[config.mk]
export PLATFORM = sky130hd
export DESIGN_NAME = unified_mem_arbiter_flat
export DESIGN_NICKNAME = d
export VERILOG_FILES = /design/src/rtl/unified_mem_arbiter_if.sv /design/src/rtl/unified_mem_arbiter.sv /design/src/flat_wrapper.sv
export SDC_FILE = /design/constraint.sdc
export NUM_CORES = 1
export LEC_CHECK = 0
export CAP_MARGIN = 5
export CORE_MARGIN = 2
export CORE_UTILIZATION = 37
export DETAILED_ROUTE_END_ITERATION = 16
export PLACE_DENSITY = 0.77
export REMOVE_ABC_BUFFERS = 1
export SETUP_SLACK_MARGIN = 0.15
export SKIP_CTS_REPAIR_TIMING = 1
export SYNTH_ARGS = -nofsm -noshare
export SYNTH_HDL_FRONTEND = slang
export SYNTH_SLANG_ARGS = --single-unit
[constraint.sdc]
create_clock -name clk -period 1.4 [get_ports clk]
set_input_delay 0.14 -clock clk [delete_from_list [all_inputs] [get_ports clk]]
set_output_delay 0.14 -clock clk [all_outputs]
set_load 0.005 [all_outputs]
[src/rtl/unified_mem_arbiter_if.sv]
// Requester/RAM bundle for unified_mem_arbiter: master is the arbiter view,
// slave is the view of the pipeline stages and RAM that surround it.
interface unified_mem_arbiter_if #(
  parameter int ADDR_W = 32,
  parameter int DATA_W = 32
);
  logic              if_req;
  logic [ADDR_W-1:0] if_addr;
  logic [DATA_W-1:0] if_rdata;
  logic              if_ack;
  logic              dm_req;
  logic              dm_we;
  logic [ADDR_W-1:0] dm_addr;
  logic [DATA_W-1:0] dm_wdata;
  logic [DATA_W-1:0] dm_rdata;
  logic              dm_ack;
  logic              ram_req;
  logic              ram_we;
  logic [ADDR_W-1:0] ram_addr;
  logic [DATA_W-1:0] ram_wdata;
  logic [DATA_W-1:0] ram_rdata;
  logic              ram_ack;
  logic              stall;

  modport master (
    input  if_req, if_addr, dm_req, dm_we, dm_addr, dm_wdata, ram_rdata, ram_ack,
    output if_rdata, if_ack, dm_rdata, dm_ack, ram_req, ram_we, ram_addr, ram_wdata, stall
  );

  modport slave (
    output if_req, if_addr, dm_req, dm_we, dm_addr, dm_wdata, ram_rdata, ram_ack,
    input  if_rdata, if_ack, dm_rdata, dm_ack, ram_req, ram_we, ram_addr, ram_wdata, stall
  );
endinterface

[src/rtl/unified_mem_arbiter.sv]
// Arbitrates IF fetches and MEM data accesses onto one single-port RAM.
// Define ARB_PERF_CNT_EN to add saturating fetch/data/conflict counters.
module unified_mem_arbiter #(
  parameter int ADDR_W = 32,
  parameter int DATA_W = 32,
  parameter int CNT_W  = 16
) (
  input  logic              clk,
  input  logic              rst,
  unified_mem_arbiter_if.master bus
`ifdef ARB_PERF_CNT_EN
  ,
  output logic [CNT_W-1:0]  fetch_cnt,
  output logic [CNT_W-1:0]  data_cnt,
  output logic [CNT_W-1:0]  conflict_cnt
`endif
);

  if (CNT_W < 1) begin : gBadCntW
    $error("unified_mem_arbiter: CNT_W must be at least 1");
  end

  typedef enum logic [1:0] {
    IDLE  = 2'd0,
    DATA  = 2'd1,
    FETCH = 2'd2
  } stateT;

  stateT state;
  stateT nextState;
  logic  lastGrant;  // 0 = IF won last, 1 = DM won last
  logic  ifElig;
  logic  dmElig;
  logic  grantIf;
  logic  grantDm;
  logic  doneIf;
  logic  doneDm;

  // A requester whose ack is high this cycle has just been served; masking it
  // keeps the ack cycle from re-granting the same request.
  assign ifElig    = bus.if_req & ~bus.if_ack;
  assign dmElig    = bus.dm_req & ~bus.dm_ack;
  assign bus.stall = ifElig | dmElig;

  always_comb begin
    nextState = state;
    grantIf   = 1'b0;
    grantDm   = 1'b0;
    doneIf    = 1'b0;
    doneDm    = 1'b0;
    unique case (state)
      IDLE: begin
        if (dmElig && (!ifElig || !lastGrant)) begin
          grantDm   = 1'b1;
          nextState = DATA;
        end else if (ifElig) begin
          grantIf   = 1'b1;
          nextState = FETCH;
        end
      end
      DATA: begin
        if (bus.ram_ack) begin
          doneDm    = 1'b1;
          nextState = IDLE;
        end
      end
      FETCH: begin
        if (bus.ram_ack) begin
          doneIf    = 1'b1;
          nextState = IDLE;
        end
      end
      default: nextState = IDLE;
    endcase
  end

  always_ff @(posedge clk) begin
    if (rst) begin
      state         <= IDLE;
      lastGrant     <= 1'b1;
      bus.ram_req   <= 1'b0;
      bus.ram_we    <= 1'b0;
      bus.ram_addr  <= '0;
      bus.ram_wdata <= '0;
      bus.if_ack    <= 1'b0;
      bus.dm_ack    <= 1'b0;
      bus.if_rdata  <= '0;
      bus.dm_rdata  <= '0;
    end else begin
      state      <= nextState;
      bus.if_ack <= doneIf;
      bus.dm_ack <= doneDm;
      if (grantIf) begin
        lastGrant     <= 1'b0;
        bus.ram_req   <= 1'b1;
        bus.ram_we    <= 1'b0;
        bus.ram_addr  <= bus.if_addr;
        bus.ram_wdata <= '0;
      end else if (grantDm) begin
        lastGrant     <= 1'b1;
        bus.ram_req   <= 1'b1;
        bus.ram_we    <= bus.dm_we;
        bus.ram_addr  <= bus.dm_addr;
        bus.ram_wdata <= bus.dm_wdata;
      end else if (doneIf || doneDm) begin
        bus.ram_req <= 1'b0;
      end
      if (doneIf) begin
        bus.if_rdata <= bus.ram_rdata;
      end
      // ram_we still reflects the finishing transaction; stores keep dm_rdata
      if (doneDm && !bus.ram_we) begin
        bus.dm_rdata <= bus.ram_rdata;
      end
    end
  end

`ifdef ARB_PERF_CNT_EN
  function automatic logic [CNT_W-1:0] satInc(input logic [CNT_W-1:0] v);
    return (&v) ? v : v + 1'b1;
  endfunction

  always_ff @(posedge clk) begin
    if (rst) begin
      fetch_cnt    <= '0;
      data_cnt     <= '0;
      conflict_cnt <= '0;
    end else begin
      if (bus.if_ack) fetch_cnt <= satInc(fetch_cnt);
      if (bus.dm_ack) data_cnt  <= satInc(data_cnt);
      if (state == IDLE && ifElig && dmElig) conflict_cnt <= satInc(conflict_cnt);
    end
  end
`endif

endmodule

[src/flat_wrapper.sv]
// flat-port wrapper written by rule: the top's interface ports become plain ports
module unified_mem_arbiter_flat 
#(
  parameter int ADDR_W = 32,
  parameter int DATA_W = 32,
  parameter int CNT_W  = 16
)
  (clk, rst, bus_if_req, bus_if_addr, bus_dm_req, bus_dm_we, bus_dm_addr, bus_dm_wdata, bus_ram_rdata, bus_ram_ack, bus_if_rdata, bus_if_ack, bus_dm_rdata, bus_dm_ack, bus_ram_req, bus_ram_we, bus_ram_addr, bus_ram_wdata, bus_stall);
  unified_mem_arbiter_if #(.ADDR_W(ADDR_W), .DATA_W(DATA_W)) bus_i ();
  input  logic clk;
  input  logic rst;
  input wire logic [$bits(bus_i.if_req)-1:0] bus_if_req;
  input wire logic [$bits(bus_i.if_addr)-1:0] bus_if_addr;
  input wire logic [$bits(bus_i.dm_req)-1:0] bus_dm_req;
  input wire logic [$bits(bus_i.dm_we)-1:0] bus_dm_we;
  input wire logic [$bits(bus_i.dm_addr)-1:0] bus_dm_addr;
  input wire logic [$bits(bus_i.dm_wdata)-1:0] bus_dm_wdata;
  input wire logic [$bits(bus_i.ram_rdata)-1:0] bus_ram_rdata;
  input wire logic [$bits(bus_i.ram_ack)-1:0] bus_ram_ack;
  output wire logic [$bits(bus_i.if_rdata)-1:0] bus_if_rdata;
  output wire logic [$bits(bus_i.if_ack)-1:0] bus_if_ack;
  output wire logic [$bits(bus_i.dm_rdata)-1:0] bus_dm_rdata;
  output wire logic [$bits(bus_i.dm_ack)-1:0] bus_dm_ack;
  output wire logic [$bits(bus_i.ram_req)-1:0] bus_ram_req;
  output wire logic [$bits(bus_i.ram_we)-1:0] bus_ram_we;
  output wire logic [$bits(bus_i.ram_addr)-1:0] bus_ram_addr;
  output wire logic [$bits(bus_i.ram_wdata)-1:0] bus_ram_wdata;
  output wire logic [$bits(bus_i.stall)-1:0] bus_stall;
  assign bus_i.if_req = bus_if_req;
  assign bus_i.if_addr = bus_if_addr;
  assign bus_i.dm_req = bus_dm_req;
  assign bus_i.dm_we = bus_dm_we;
  assign bus_i.dm_addr = bus_dm_addr;
  assign bus_i.dm_wdata = bus_dm_wdata;
  assign bus_i.ram_rdata = bus_ram_rdata;
  assign bus_i.ram_ack = bus_ram_ack;
  assign bus_if_rdata = bus_i.if_rdata;
  assign bus_if_ack = bus_i.if_ack;
  assign bus_dm_rdata = bus_i.dm_rdata;
  assign bus_dm_ack = bus_i.dm_ack;
  assign bus_ram_req = bus_i.ram_req;
  assign bus_ram_we = bus_i.ram_we;
  assign bus_ram_addr = bus_i.ram_addr;
  assign bus_ram_wdata = bus_i.ram_wdata;
  assign bus_stall = bus_i.stall;
  unified_mem_arbiter #(.ADDR_W(ADDR_W), .DATA_W(DATA_W), .CNT_W(CNT_W)) u_core (.clk(clk), .rst(rst), .bus(bus_i));
endmodule
-- After elaboration in Yosys (flattened, before gate mapping)
Cells that the tools add are included.
- equality and inequality tests: 4
- mux-type cells: 19
- bitwise logic cells: 5
- reduce and logical (&&, ||, !) cells: 13
- operator list (cell ; count):
    $mux W32 ; 2
    $mux W1 ; 13
    $mux W2 ; 3
    $pmux W2 S2 ; 1
    $reduce_or A2 Y1 ; 2
    $logic_not A1 Y1 ; 3
    $ne A3 B1 Y1 const B ; 1
    $reduce_bool A3 Y1 ; 1
    $and A1 B1 Y1 ; 2
    $eq A2 B1 Y1 const B ; 1
    $eq A2 B2 Y1 const B ; 1
    $logic_and A1 B1 Y1 ; 2
    $logic_not A2 Y1 ; 1
    $logic_or A1 B1 Y1 ; 2
    $ne A2 B1 Y1 const B ; 1
    $not A1 Y1 ; 2
    $reduce_and A2 Y1 ; 1
    $reduce_bool A2 Y1 ; 1
    $or A1 B1 Y1 ; 1
- register bits: 135
- bits of input ports: 134
- output and inout bits: 133
- word-level logic and storage cells: 51

-- Depth between registers and ports, before layout
Gate-level depths: netlist of the first run.
- word-level depth: 9
- gate-level depth with buffers: 8
- gate-level depth less buffers: 6

-- Worst setup path before layout of the first run
Ideal clock, no wire load.
- kind: reg-to-reg
- start: reg u_core.state[0]
- end: reg u_core.bus.ram_addr[10]
- library setup time: 89 ps
- arrival: 1423 ps
- required time: 1311 ps
- setup slack: -112 ps
- stages on the path, launching flop included: 9
- path buffers: 2
- period minus slack after synthesis: 1512 ps
- cell sequence: dfxtp_1 inv_1 ha_1 inv_2 a21oi_1 buf_4 buf_2 nor2_1 a311oi_2
- longest elaborated chain between the ends: 3
- elaborated cells between the ends (all ways): 5
- those cells by class: mux (3); reduce/logical (2)
- RTL lines (item ; RTL line ; source):
    start: declaration ; unified_mem_arbiter.sv:29 ; stateT state;
    start signal: assignment ; unified_mem_arbiter.sv:90 ; state <= nextState;
    $logic_not A2 Y1 (*) ; unified_mem_arbiter.sv:51 ; unique case (state)
    $mux W1 ; unified_mem_arbiter.sv:51 ;
    $mux W32 / $reduce_bool A2 Y1 (equally long branches) ; n/a ;
    end signal: assignment ; unified_mem_arbiter.sv:97 ; bus.ram_addr <= bus.if_addr;
    end signal: assignment ; unified_mem_arbiter.sv:103 ; bus.ram_addr <= bus.dm_addr;
    end: declaration ; unified_mem_arbiter_if.sv:27 ; output if_rdata, if_ack, dm_rdata, dm_ack, ram_req, ram_we, ram_addr, ram_wdata, stall
Mark *: on every way between the ends. The rest lies on a longest branch, timed or not.
A chain may end at the register's enable or synchronous reset.

-- Worst setup path after layout of the first run
- start: reg u_core.state[1]
- end: reg u_core.bus.ram_addr[0]
Same word-level chain as after synthesis.

==> reports/results.ini, run 1 <==
[run_status]
outcome = finished, violations left
violations = setup timing

[cells_and_area]
drive_above_1_share = 0.357
fin_util = 0.734
design_area_sq_um = 10600
area_growth_pct = 94.9
nets = 1087
num_antenna_cells = 0

[yosys]
synth-edff-count = 0
syn_area_sq_um = 5430
syn_inst = 642
yosysSeqAreaShare = 0.498
yosys_warnings = 0
synth_area_leaders = dfxtp_1, nand2_1, a311oi_2
synth_cell_types = 31
yosysTopAreaCellShare = 0.498
async_flop_share = 0
ys_seq_elements = 135
synth_flop_cell = dfxtp_1
yosysTopAreaCell = dfxtp_1
syn_area_per_cell_sq_um = 8.46

[setup_path]
crit_chain = inv_2, ha_4, inv_4, a21oi_4, buf_4, clkbuf_16, nor2_1, a311oi_1
path_delay_family = compound AO/OA/AOI/OAI gates
path_buf_inv = 4
rr_startpoint = u_core.state[1]
slowest_stage = dfxtp_2
cp.required_ns = 1.71
cpPeakStageDelay_ns = 0.32
cp.arrival_ns = 1.89
crit_fanout = 7
start_kind = flip-flop
worstSetupStartpoint = u_core.state[1]
cp-end-kind = flip-flop
crit_type = reg -> reg

[global_routing]
grt_max_degree = 52
grt_use_total = 0.207
first_global_vias = 5250
gr-total-overflow = 0
grt_first_pass_wirelength_mm = 26.2
antenna_found_initial = 0

[die]
die_h_microns = 125
start_util = 0.376
ioPinCount = 267
core_sq_um = 14400
die_w_microns = 125
fp-row-count = 44
die_area_sq_um = 15700

[placed_design]
portBuffers = 266
pre_cts_ws_ns = -0.418
gp_congestion = 0.751
postPlaceCellArea_sq_um = 8530
place_hpwl_mm = 11.5

[power_and_ir_drop]
leakage_nw = 6.01
powerDensity_nw_per_um2 = 1160
peakVddDrop_mv = 0.806

[clock_tree]
clockBufferDepth = 2
clkSinkCount = 135
cts_tree = done
insertion_delay_ns = 0.41
cts_root_buffer = clkbuf_16
numCtsBuffers = 17
htree_levels = 4
path_clk_slew_ns = 0.06

[routing]
via_per_inst = 5.06
drcViolationCount = 0
drt-initial-drc-count = 236
via_count = 5807
wl_per_cell_microns = 17.8
dr.pass1.iters = 4
totalWireLength_mm = 20.4
ant_nets = 0

[sta]
tns_ns = -9.29
post-route-period-util = 1.13
fmax_mhz = 634
final.setup.worst_slack_ns = -0.178
relSlewSlack = 0.787
finalClockSkew_ns = 0.00729
rsz0062_at_grt = true
worst_pin_slew_ns = 0.319
period_needed_ns = 1.58
hold_viol_final = 0
drv_slew = 0
setup_violations = 105

[worst_hold_path]
hold_path.startpoint = rst
min_path_type = in -> reg

[run]
maxCapViolCount = 0

worst register-to-register path, delay by kind of cell (launching register included):
| family | cells | cell delay (ns) |
|---|---|---|
| flops | 1 | 0.32 |
| compound gates | 2 | 0.50 |
| simple gates | 1 | 0.05 |
| buf+inv | 4 | 0.44 |
| fa+ha+maj | 1 | 0.17 |
final timing paths:
check        slack (ns)  cells past startpoint                       to
max reg2reg       -0.18                      8   u_core.bus.ram_addr[0]
min                0.24                      3  u_core.bus.if_rdata[24]
max               -0.18                      8   u_core.bus.ram_addr[0]
min reg2reg        0.45                      2   u_core.bus.dm_rdata[0]
sequential cells by signal, summed over array words and instances, names as in the netlist:
signal	cells
u_core.state	2
u_core.bus.ram_req	1
u_core.bus.if_ack	1
u_core.bus.dm_rdata	32
u_core.bus.ram_wdata	32
u_core.bus.ram_we	1
u_core.bus.if_rdata	32
u_core.lastGrant	1
u_core.bus.dm_ack	1
u_core.bus.ram_addr	32
kinds of logic after synthesis:
logic type | count (synthesis) | share of synthesized area
flip-flops | 135 | 0.498
buffers and inverters | 53 | 0.0514
adder cells (fa/ha/maj) | 3 | 0.00691
AND/OR/NAND/NOR | 315 | 0.240
AO/OA/AOI/OAI | 136 | 0.204
metrics by stage:
stage          instances  power (W)  hold WS (ns)
3_3_place_gp        1081    0.00695         0.441
3_5_place_dp        1081    0.00699         0.446
6_report            1147     0.0122         0.242
5_1_grt             1147     0.0127         0.236
4_1_cts             1113     0.0116         0.219
2_1_floorplan        592    0.00542         0.208
Yosys cell counts (3+ instances only):
cell type	n
nand2b_1	5
a21oi_1	68
a21oi_2	30
buf_2	10
ha_1	3
a311oi_1	3
dfxtp_1	135
clkbuf_1	29
nor2_1	37
a311oi_2	29
nand2_2	29
buf_6	7
buf_4	4
nand2_1	232
power breakdown:
part           total, W  internal (W)  leakage (nW)  switching [W]
combinational   0.00335       0.00185          4.60        0.00150
clock           0.00457       0.00281         0.290        0.00176
sequential      0.00432       0.00416          1.11       0.000167
cell type report:
class                      instances  area, sq um
timing repair buffer             339         4070
clock inverter                    14          176
multi-input combinational        454         2930
inverter                           3         13.8
clock buffer                      18          429
sequential                       135         2740
fill                             990         3840
tap                              184          230
placed cells by master (no fill, tap or decap), types with 3 or more instances in the layout:
master           synthesis  final
nand2_1                232    160
clkdlybuf4s50_1          0    132
dlymetal6s2s_1           0    132
dfxtp_1                135    108
nand2_2                 29     88
a21oi_2                 30     55
a21oi_1                 68     42
clkbuf_16                0     33
nor2_1                  37     30
a311oi_2                29     29
buf_4                    4     28
dfxtp_2                  0     27
buf_12                   0     15
buf_6                    7     13
nand2_4                  0     12
nor2_2                   0      7
clkinv_4                 0      6
nand2b_4                 0      3
a311oi_1                 3      3
ha_4                     0      3
bufinv_16                0      3
metal layers:
metal	global-route usage	routed length (microns)	vias up
li1	-	-	2751
met1	0.234	7680	2763
met2	0.363	10600	243
met3	0.0719	1490	50
met4	0.0725	682	0
met5	0	0	-
(Power assumes the default switching activity.)
==> inputs of run 2 (changes only) <==
- CORE_ASPECT_RATIO: default -> 0.7
- CORE_UTILIZATION: 37 -> 35
- PLACE_DENSITY: 0.77 -> 0.71
- clock period: 1.4 -> 1.9 ns (I/O delays scaled with it)
==> run 2 against run 1 <==
Effect of this change: the run now ends clean; sequential cell count unchanged; fmax decreased by 3.6%; combinational power decreased by 46%; critical path type unchanged; critical path depth decreased by 1; hold slack got worse by 0.12 ns; worst setup slack improved by 0.44 ns; global-route usage decreased by 0.61 points; sequential share of layout area increased by 4.4 points; sequential power decreased by 27%; die area increased by 5.6%; via count decreased by 9.6%; clock-buffer cell count increased by 1.
==> reports/results.ini, run 2 (synthesis gave the netlist of run 1 again) <==
[run_status]
outcome = completed

[die]
die_h_microns = 108  ; -14%
start_util = 0.355  ; -0.0218
die_area_sq_um = 16500  ; +5.6%
ioPinCount = 267  ; unchanged
core_sq_um = 15300  ; +6.1%
fp-row-count = 38  ; -14%
die_w_microns = 153  ; +22%

[cells_and_area]
layout.cells.non_filler = 1106  ; -3.6%
nets = 1030  ; -5.2%
fillers = 1415  ; +43%
area_growth_pct = 64.7
drive_above_1_share = 0.160  ; -0.197
num_antenna_cells = 0  ; unchanged
layout_common_cells = clkdlybuf4s50_1, nand2_1, dfxtp_1
final_common_cell = clkdlybuf4s50_1

[sta]
hold_viol_final = 0  ; unchanged
finalClockSkew_ns = 0.0141  ; +0.00681 ns
rsz0062_at_grt = true
period_needed_ns = 1.64  ; +0.0585 ns
relSlewSlack = 0.732  ; -0.0546
fmax_mhz = 611  ; -3.6%
drv_slew = 0  ; unchanged
worst_pin_slew_ns = 0.401  ; +0.0819 ns
post-route-period-util = 0.861  ; -0.266
setup_violations = 0  ; -100%

[worst_hold_path]
min_path_type = in -> reg

[setup_path]
crit_fanout = 36  ; +29
cpPeakStageDelay_ns = 0.31  ; about the same
cp.required_ns = 2.21  ; +0.50 ns
reg2reg_slack_ns = 0.26  ; +0.44 ns
path_delay_family = compound AO/OA/AOI/OAI gates
cp-end-kind = flip-flop
crit_type = reg -> reg
path_buf_inv = 3  ; -1
start_kind = flip-flop
cp.arrival_ns = 1.95  ; +0.06 ns
slowest_stage = dfxtp_1
crit_chain = inv_1, ha_2, inv_2, a21oi_4, buf_12, nor2_1, a311oi_2

[routing]
via_per_inst = 4.75  ; -6.3%
wl_per_cell_microns = 15.0  ; -16%
ant_nets = 0  ; unchanged
drt-initial-drc-count = 281  ; +19%
totalWireLength_mm = 16.6  ; -19%
dr.pass1.iters = 4  ; unchanged
drcViolationCount = 0  ; unchanged
via_count = 5248  ; -9.6%

[global_routing]
grt_use_total = 0.201  ; -0.00605
first_global_vias = 5053  ; -3.8%
busiest_layer = met2
met1_usage = 0.259  ; +0.0248
antenna_found_initial = 0  ; unchanged
gr-total-overflow = 0  ; unchanged
grt_use_met2 = 0.316  ; -0.0464
grt_first_pass_wirelength_mm = 26.6  ; +1.6%
grt_max_degree = 56  ; +7.7%
met3_usage = 0.0721  ; +0.000257

[placed_design]
dpl.cell_count = 1074  ; -0.65%
gp_congestion = 0.806  ; +7.4%
place_hpwl_mm = 11.7  ; +2.3%
portBuffers = 266  ; unchanged

[power_and_ir_drop]
p_total_w = 0.00837  ; -32%
powerDensity_nw_per_um2 = 937  ; -19%
peakVddDrop_mv = 0.487  ; -40%
leakage_nw = 3.14  ; -48%

[clock_tree]
cts_tree = done
cts_root_buffer = clkbuf_16
clkSinkCount = 135  ; unchanged
path_clk_slew_ns = 0.07  ; about the same
numCtsBuffers = 17  ; unchanged
insertion_delay_ns = 0.41  ; about the same
htree_levels = 4  ; unchanged
clockBufferDepth = 2  ; unchanged

[run]
maxCapViolCount = 0  ; unchanged

-- run 2: changes by cell type in the layout (fill, tap and decap cells not counted), moves of 12 or more --
| cell | previous run | this run |
|---|---|---|
| buf_4 | 28 | 8 |
| nand2_2 | 88 | 29 |
| dfxtp_1 | 108 | 135 |
| clkbuf_16 | 33 | 17 |
| a21oi_2 | 55 | 30 |
| buf_6 | 13 | 0 |
| nand2_1 | 160 | 232 |
| dfxtp_2 | 27 | 0 |
| dlymetal6s2s_1 | 132 | 1 |
| nand2_4 | 12 | 0 |
| clkdlybuf4s50_1 | 132 | 264 |
| a21oi_1 | 42 | 67 |
-- run 2: worst paths after layout --
kind | to | cells past startpoint | startpoint
setup reg to reg | u_core.bus.ram_addr[15] | 7 | u_core.state[0]
hold reg to reg | u_core.bus.dm_rdata[3] | 2 | u_core.bus.dm_rdata[3]
setup / recovery | u_core.bus.ram_addr[15] | 7 | u_core.state[0]
hold / removal | u_core.bus.ram_addr[9] | 2 | rst
-- run 2: layer usage --
layer | vias to the layer above | part of all wire
met1 | 2405 | 0.45
met2 | 204 | 0.45
met4 | 0 | 0.014
met3 | 19 | 0.089
met5 | - | 0
li1 | 2620 | -
-- run 2: worst reg2reg max path: stages, from the launching register on --
cell and delay (ns):
dfxtp_1 0.31, inv_1 0.10, ha_2 0.26, inv_2 0.07, a21oi_4 0.23, buf_12 0.25, nor2_1 0.09, a311oi_2 0.23
-- run 2: power by group --
group	total [W]	switching, W	internal (W)
sequential	0.00317	0.000118	0.00305
clock	0.00340	0.00136	0.00204
combinational	0.00180	0.000832	0.000969
-- run 2: layout make-up --
class	count	area [sq um]	area share
timing repair buffer	282	2900	0.324
clock inverter	13	158	0.0176
inverter	3	11.3	0.00126
sequential	135	2700	0.302
clock buffer	19	453	0.0507
tap	200	250	0.0280
multi-input combinational	454	2470	0.276
-- run 2: stage by stage --
stage               worst slack [ns]   util  TNS, ns  instance area, sq um  hold slack (ns)
global route                   0.133  0.584        0                  8940            0.130
global placement              0.0921  0.544        0                  8320            0.441
finish                         0.263  0.584        0                  8940            0.126
floorplan                      -2.57      -  -100.56                  5160            0.258
CTS                            0.105  0.584        0                  8930            0.120
detailed placement            0.0530  0.544        0                  8320            0.446
